--- src/rtl/apb_requester_mc.sv ---
// rtl/apb_requester_mc.sv - APB4 requester with address decode, PSTRB, error reporting and wait-state timeout
module apb_requester_mc #(
    parameter int ADDR_W  = 32,
    parameter int DATA_W  = 32,
    parameter int NUM_SLV = 4,
    parameter int SEL_LSB = 12,
    parameter int TIMEOUT = 16
) (
    input  logic                        PCLK,
    input  logic                        PRESET,
    input  logic                        req_valid,
    output logic                        req_ready,
    input  logic                        req_write,
    input  logic [ADDR_W-1:0]           req_addr,
    input  logic [DATA_W-1:0]           req_wdata,
    input  logic [DATA_W/8-1:0]         req_strb,
    output logic                        resp_valid,
    output logic [DATA_W-1:0]           resp_rdata,
    output logic                        resp_err,
    output logic [ADDR_W-1:0]           PADDR,
    output logic                        PWRITE,
    output logic [DATA_W-1:0]           PWDATA,
    output logic [DATA_W/8-1:0]         PSTRB,
    output logic [NUM_SLV-1:0]          PSELx,
    output logic                        PENABLE,
    input  logic [NUM_SLV*DATA_W-1:0]   PRDATA,
    input  logic [NUM_SLV-1:0]          PREADY,
    input  logic [NUM_SLV-1:0]          PSLVERR
);

    localparam int SW = (NUM_SLV > 1) ? $clog2(NUM_SLV) : 1;

    typedef enum logic [1:0] {
        S_IDLE,
        S_SETUP,
        S_ACCESS,
        S_DERR
    } state_t;

    state_t              state;
    state_t              state_nxt;
    logic [31:0]         wait_cnt;
    logic [SW-1:0]       req_idx;
    logic [NUM_SLV-1:0]  req_sel;
    logic                req_hit;
    logic                sel_ready;
    logic                sel_err;
    logic [DATA_W-1:0]   sel_rdata;
    logic                accept;
    logic                done;
    logic                abort;

    // Decode the incoming request address into a one-hot completer select
    always_comb begin
        req_idx = req_addr[SEL_LSB +: SW];
        req_sel = '0;
        for (int i = 0; i < NUM_SLV; i++) begin
            req_sel[i] = (req_idx == SW'(i));
        end
        req_hit = |req_sel;
    end

    // Observe only the selected completer; the registered one-hot PSELx is the mux select
    always_comb begin
        sel_ready = |(PREADY & PSELx);
        sel_err   = |(PSLVERR & PSELx);
        sel_rdata = '0;
        for (int i = 0; i < NUM_SLV; i++) begin
            if (PSELx[i]) begin
                sel_rdata = sel_rdata | PRDATA[i*DATA_W +: DATA_W];
            end
        end
    end

    // Next-state and handshake decisions
    always_comb begin
        state_nxt = state;
        req_ready = 1'b0;
        accept    = 1'b0;
        done      = 1'b0;
        abort     = 1'b0;
        case (state)
            S_IDLE: begin
                req_ready = 1'b1;
                if (req_valid) begin
                    accept    = 1'b1;
                    state_nxt = req_hit ? S_SETUP : S_DERR;
                end
            end
            S_SETUP: begin
                state_nxt = S_ACCESS;
            end
            S_ACCESS: begin
                if (sel_ready) begin
                    done      = 1'b1;
                    req_ready = 1'b1;
                    if (req_valid) begin
                        accept    = 1'b1;
                        state_nxt = req_hit ? S_SETUP : S_DERR;
                    end else begin
                        state_nxt = S_IDLE;
                    end
                end else if ((TIMEOUT > 0) && (wait_cnt == 32'(TIMEOUT - 1))) begin
                    abort     = 1'b1;
                    state_nxt = S_IDLE;
                end
            end
            S_DERR: begin
                state_nxt = S_IDLE;
            end
            default: begin
                state_nxt = S_IDLE;
            end
        endcase
    end

    // State register
    always_ff @(posedge PCLK or posedge PRESET) begin
        if (PRESET) begin
            state <= S_IDLE;
        end else begin
            state <= state_nxt;
        end
    end

    // APB bus outputs: request latched at acceptance, held stable until completion
    always_ff @(posedge PCLK or posedge PRESET) begin
        if (PRESET) begin
            PADDR   <= '0;
            PWRITE  <= 1'b0;
            PWDATA  <= '0;
            PSTRB   <= '0;
            PSELx   <= '0;
            PENABLE <= 1'b0;
        end else if (accept) begin
            PADDR   <= req_addr;
            PWRITE  <= req_write;
            PWDATA  <= req_wdata;
            PSTRB   <= (req_write && req_hit) ? req_strb : '0;
            PSELx   <= req_hit ? req_sel : '0;
            PENABLE <= 1'b0;
        end else if (state == S_SETUP) begin
            PENABLE <= 1'b1;
        end else if (done || abort) begin
            PSELx   <= '0;
            PENABLE <= 1'b0;
            PSTRB   <= '0;
        end
    end

    // Consecutive wait-state counter, cleared whenever a new transfer is accepted
    always_ff @(posedge PCLK or posedge PRESET) begin
        if (PRESET) begin
            wait_cnt <= '0;
        end else if (accept) begin
            wait_cnt <= '0;
        end else if ((state == S_ACCESS) && !sel_ready) begin
            wait_cnt <= wait_cnt + 32'd1;
        end
    end

    // One registered response per request: completion, timeout abort or decode error
    always_ff @(posedge PCLK or posedge PRESET) begin
        if (PRESET) begin
            resp_valid <= 1'b0;
            resp_err   <= 1'b0;
            resp_rdata <= '0;
        end else begin
            resp_valid <= done || abort || (state == S_DERR);
            resp_err   <= abort || (state == S_DERR) || (done && sel_err);
            resp_rdata <= (done && !PWRITE && !sel_err) ? sel_rdata : '0;
        end
    end

endmodule
--- config.mk ---
export PLATFORM = sky130hd
export DESIGN_NAME = apb_requester_mc
export DESIGN_NICKNAME = d
export VERILOG_FILES = /design/src/rtl/apb_requester_mc.sv
export SDC_FILE = /design/constraint.sdc
export NUM_CORES = 1
export LEC_CHECK = 0
export ABC_AREA = 1
export CORE_MARGIN = 4
export CORE_UTILIZATION = 40
export DETAILED_ROUTE_END_ITERATION = 10
export PLACE_DENSITY_LB_ADDON = 0.2
export SLEW_MARGIN = 20
export SYNTH_ARGS = -nofsm -noshare
export SYNTH_HDL_FRONTEND = slang
export SYNTH_SLANG_ARGS = --single-unit
export TNS_END_PERCENT = 1
--- constraint.sdc ---
create_clock -name PCLK -period 5.9 [get_ports PCLK]
set_input_delay 1.18 -clock PCLK [delete_from_list [all_inputs] [get_ports PCLK]]
set_output_delay 1.18 -clock PCLK [all_outputs]
set_load 0.01 [all_outputs]
# == Yosys cells after proc, flatten, opt, wreduce, memory -nomap -nowiden ==
# Index checks and enable logic that the tools add are counted.
# totals
elab_cells,80
in_bits,208
register_bits,142
output_inout_bits,109
# op_classes
mux,31
n_bitwise,5
add_sub_neg,1
reduce_logical,22
eq_ne,10
# ops
operator,count
$mux 32,7
$or 32x32->32,3
$add 32x1->32 const B,1
$eq 32x4->1 const B,1
$mux 4,6
$reduce_or 4->1,3
$mux 1,10
$mux 2,5
$and 4x4->4,2
$eq 2x2->1 const B,4
$pmux 2 s4,1
$logic_and 1x1->1,5
$eq 2x1->1 const B,2
$logic_not 2->1,2
$logic_or 1x1->1,4
$ne 2x2->1 const B,2
$pmux 1 s2,2
$reduce_and 2->1,2
$reduce_bool 2->1,2
$logic_not 1->1,3
$ne 3x3->1 const B,1
$reduce_bool 3->1,1

# == Longest topological paths before layout ==
# depth
ltp_word,8
mapped_depth,11

# == Worst setup path after synthesis ==
# OpenSTA, ideal clock, no wires.
# synth_timing
path_kind,in2out
startpoint,input PREADY[2]
endpoint,output req_ready
arrival_time_ps,1600
path_stages,4
slack_ps,3120
t_required_ps,4720
n_path_buf,0
cell_sequence,nand2_2 -> nand2_2 -> nor2_8 -> a21oi_1
# synth_between
elab_chain_len,4
# synth_lines
item,line,text
from (decl),27,"input logic [NUM_SLV-1:0] PREADY,"
$and 4x4->4,65,sel_ready = |(PREADY & PSELx);
$reduce_or 4->1,65,
$mux 1,94,if (sel_ready) begin
$pmux 1 s2,82,case (state)
to (decl),12,"output logic req_ready,"
# No other way between the ends.

# == Worst setup path in the final report ==
# Ends and elaborated chain as after synthesis.

==> metrics.json <==
{
  "synthSimpleGateAreaFrac": 0.341,
  "synth_adder_area_share": 0.00178,
  "route.met3.wl_mm": 1.90,
  "critical_path.startpoint_type": "input pin",
  "track_usage": 0.236,
  "report.final.setup_viol": 0,
  "postSynthAreaPerCell_um2": 7.80,
  "slew-limit-headroom": 0.393,
  "maxCapViolations": 0,
  "vdd.ir_drop.worst_mv": 0.195,
  "post_cts_resized": 0,
  "clock-skew-final_ns": 0.00720,
  "core-area_um2": 17300,
  "area.growth.synth_to_final_pct": 55.3,
  "post_synthesis_xor_xnor_area_fraction": 0.00373,
  "final_max_slew_viol_count": 0,
  "routed-wl-met2_mm": 11.6,
  "drc_errors": 0,
  "period_share": 0.652,
  "fmax_mhz": 260,
  "combinational_family_with_the_most_area_after_synthesis": "simple AND/OR/NAND/NOR gates",
  "vias": 7115,
  "drt_iter0_drc": 530,
  "grt_max_degree": 103,
  "critical_path_required_ns": 4.72,
  "yosysUniqueCellTypes": 33,
  "place.port_buffers": 316,
  "powerDensity_nw_per_um2": 210,
  "cts.reportedPaths.clkPinSlew_ns": 0.06,
  "setup-tns-final_ns": 0,
  "yosys_warnings": 0,
  "synth_compound_gate_area_share": 0.0884,
  "insertion_delay_of_the_later_clocked_pin_in_the_worst_skew_pair_ns": 0.42,
  "delay_of_the_slowest_critical_path_stage_ns": 0.58,
  "fin_nets": 1413,
  "worst_ep_arrival_time_ns": 2.67,
  "floorplan.initialDensity": 0.407,
  "cts.repair_timing.setup_buffer_count": 0,
  "post_synthesis_instance_area_um2": 7040,
  "netlist_instances": 902,
  "critical_path_fanouts_max": 5,
  "firstDrtPassIters": 5,
  "final_period_minus_worst_setup_slack_ns": 3.85,
  "worstSetupEndpointType": "output pin",
  "grt_antenna_before_repair": 0,
  "routedLengthMet1_mm": 9.86,
  "cts_htree_levels": 4,
  "post_synth_mux_area_share": 0,
  "critical-path-slowest-cell": "clkdlybuf4s50_1",
  "leakage_nw": 5.06,
  "die_w_um": 141,
  "cts_buffers": 17,
  "grt_setup_unrepaired": "false",
  "io-pin-count": 317,
  "ant_nets": 0,
  "numClockSinks": 142,
  "synth_sequential_area_ratio": 0.505,
  "cts-hold-fix-buffers": 0,
  "hpwl_mm": 17.9,
  "floorplan_die_area_um2": 19800,
  "wire_per_inst_um": 16.6,
  "drive_gt1_frac": 0.0575,
  "row_count": 48,
  "syn-num-nets": 1111,
  "topRoutingLayerUsed": "met4",
  "critical_path.cell_chain": "clkdlybuf4s50_1 -> nand2_2 -> nand2_2 -> nor2_8 -> a21oi_1 -> clkdlybuf4s50_1",
  "fp.dieH_um": 141,
  "hold_path.class": "flip-flop to flip-flop",
  "clk_path_buf_depth": 2,
  "worst-slew-pin-transition_ns": 0.910,
  "global_route_wire_length_before_repair_mm": 36.8,
  "timing.critical_path.max_delay_family": "buffers and inverters",
  "average_via_count_per_standard_cell": 4.93,
  "timing.final.hold_violations": 0,
  "tritoncts": "done",
  "p_total_mw": 2.30,
  "residual_overflow_from_global_routing": 0,
  "outcome": "finished clean",
  "critical_path.n_buffers_inverters": 2,
  "clock-root-buffer": "clkbuf_16",
  "grt_pass1_vias": 6829,
  "ys_seq_elements": 142,
  "place.gp.congestion": 0.945,
  "num_antenna_cells": 0,
  "drt-total-wl_mm": 23.9,
  "critPathKind": "input pin to output pin"
}
==> layer usage <==
| layer | up-vias | global-route usage |
|---|---|---|
| met2 | 291 | 0.387 |
| met4 | 0 | 0.0821 |
| li1 | 3489 | - |
| met5 | - | 0 |
| met3 | 33 | 0.0604 |
| met1 | 3302 | 0.304 |
==> kinds of logic after synthesis <==
family / count (synthesis)
AND/OR/NAND/NOR: 577
adder cells (fa/ha/maj): 1
buffers and inverters: 86
AO/OA/AOI/OAI: 93
flip-flops: 142
XOR/XNOR: 3
==> layout by cell type (no fill, tap or decap), types with 2 or more instances in the layout <==
cell,Yosys,layout
nand2_1,405,405
clkdlybuf4s50_1,0,316
dfrtp_1,142,142
nor2_1,89,89
nand3_1,43,43
inv_1,43,42
a21oi_1,37,37
a22o_1,19,19
nand4_1,17,17
clkbuf_16,0,17
o21ai_0,13,13
a221oi_1,13,13
a21oi_2,8,8
buf_4,9,7
nand2_2,6,6
clkinv_2,1,6
bufinv_16,0,5
nand2_4,4,4
nor2_2,3,3
xor2_1,3,3
clkinv_4,0,3
nor2_4,2,2
inv_2,2,2
nand3b_1,2,2
o21bai_1,2,2
inv_6,0,2
==> cell usage after synthesis <==
cell type  count  area share
nand3_1       43       0.031
nand4_4        1      0.0030
buf_1          3      0.0016
clkbuf_1       8      0.0043
and3_1         1     0.00089
nand4_1       17       0.015
nand3b_1       2      0.0021
buf_2         13      0.0092
ha_1           1      0.0018
clkinv_2       1     0.00071
nor2_2         3      0.0027
a21oi_2        8       0.010
nand2_2        6      0.0053
nor2_1        89       0.047
o21ai_0       13      0.0092
nand3_4        1      0.0025
xor2_1         3      0.0037
inv_1         43       0.023
a21oi_1       37       0.026
buf_6          7       0.011
dfrtp_1      142        0.50
nand2_4        4      0.0064
nand2_1      405        0.22
buf_4          9      0.0096
nand3_2        1      0.0014
nor3b_1        1      0.0011
inv_2          2      0.0011
a221oi_1      13       0.016
nor2_4         2      0.0032
o22ai_1        1     0.00089
a22o_1        19       0.024
nor2_8         1      0.0028
o21bai_1       2      0.0021
==> power by group <==
group / switching, mW / total (mW) / internal [mW]
sequential: 0 / 0.974 / 0.974
combinational: 0.0410 / 0.160 / 0.119
clock: 0.418 / 1.17 / 0.749
==> worst paths after layout <==
check                            from           end  slack, ns  cells after the start
max in group asynchronous      PRESET  wait_cnt[22]       3.43                      3
min                        PWDATA[16]    PWDATA[16]       0.48                      2
min reg2reg                PWDATA[16]    PWDATA[16]       0.48                      2
max reg2reg                  PSELx[3]      PADDR[7]       3.34                     10
max                         PREADY[2]     req_ready       2.05                      6
min in group asynchronous      PRESET      PADDR[9]       1.37                      2
==> metrics by stage <==
step | cell area (um^2) | setup WS [ns] | hold slack (ns) | std cells | utilization
after floorplan | 7040 | 0.910 | 0.467 | 902 | -
after global placement | 10300 | 2.06 | 0.460 | 1410 | 0.595
after detailed placement | 10300 | 2.08 | 0.464 | 1410 | 0.595
after CTS | 10900 | 2.07 | 0.480 | 1442 | 0.632
after global routing | 10900 | 2.02 | 0.494 | 1442 | 0.632
final | 10900 | 2.05 | 0.477 | 1442 | 0.632
==> state kept, by name (all words and copies together), names as in the netlist <==
register / count
PADDR: 32
wait_cnt: 32
PSELx: 4
PSTRB: 4
PWRITE: 1
PWDATA: 32
state: 2
PENABLE: 1
resp_rdata: 32
resp_err: 1
resp_valid: 1
==> worst reg2reg max path, stage by stage, from the launching register on <==
cell and delay [ns]:
dfrtp_1 0.32, buf_4 0.36, nand2_2 0.13, nand2_2 0.13, inv_1 0.06, nand2_1 0.12
nand3_2 0.08, nand2_2 0.56, buf_4 0.53, nand2_1 0.12, nand2_1 0.10
==> cell type report <==
type	count	area, um^2
multi-input combinational	674	3060
clock inverter	15	218
fill	1529	6370
inverter	46	179
clock buffer	17	425
timing repair buffer	323	3220
sequential	142	3550
tap	225	282
(Power assumes the default switching activity.)
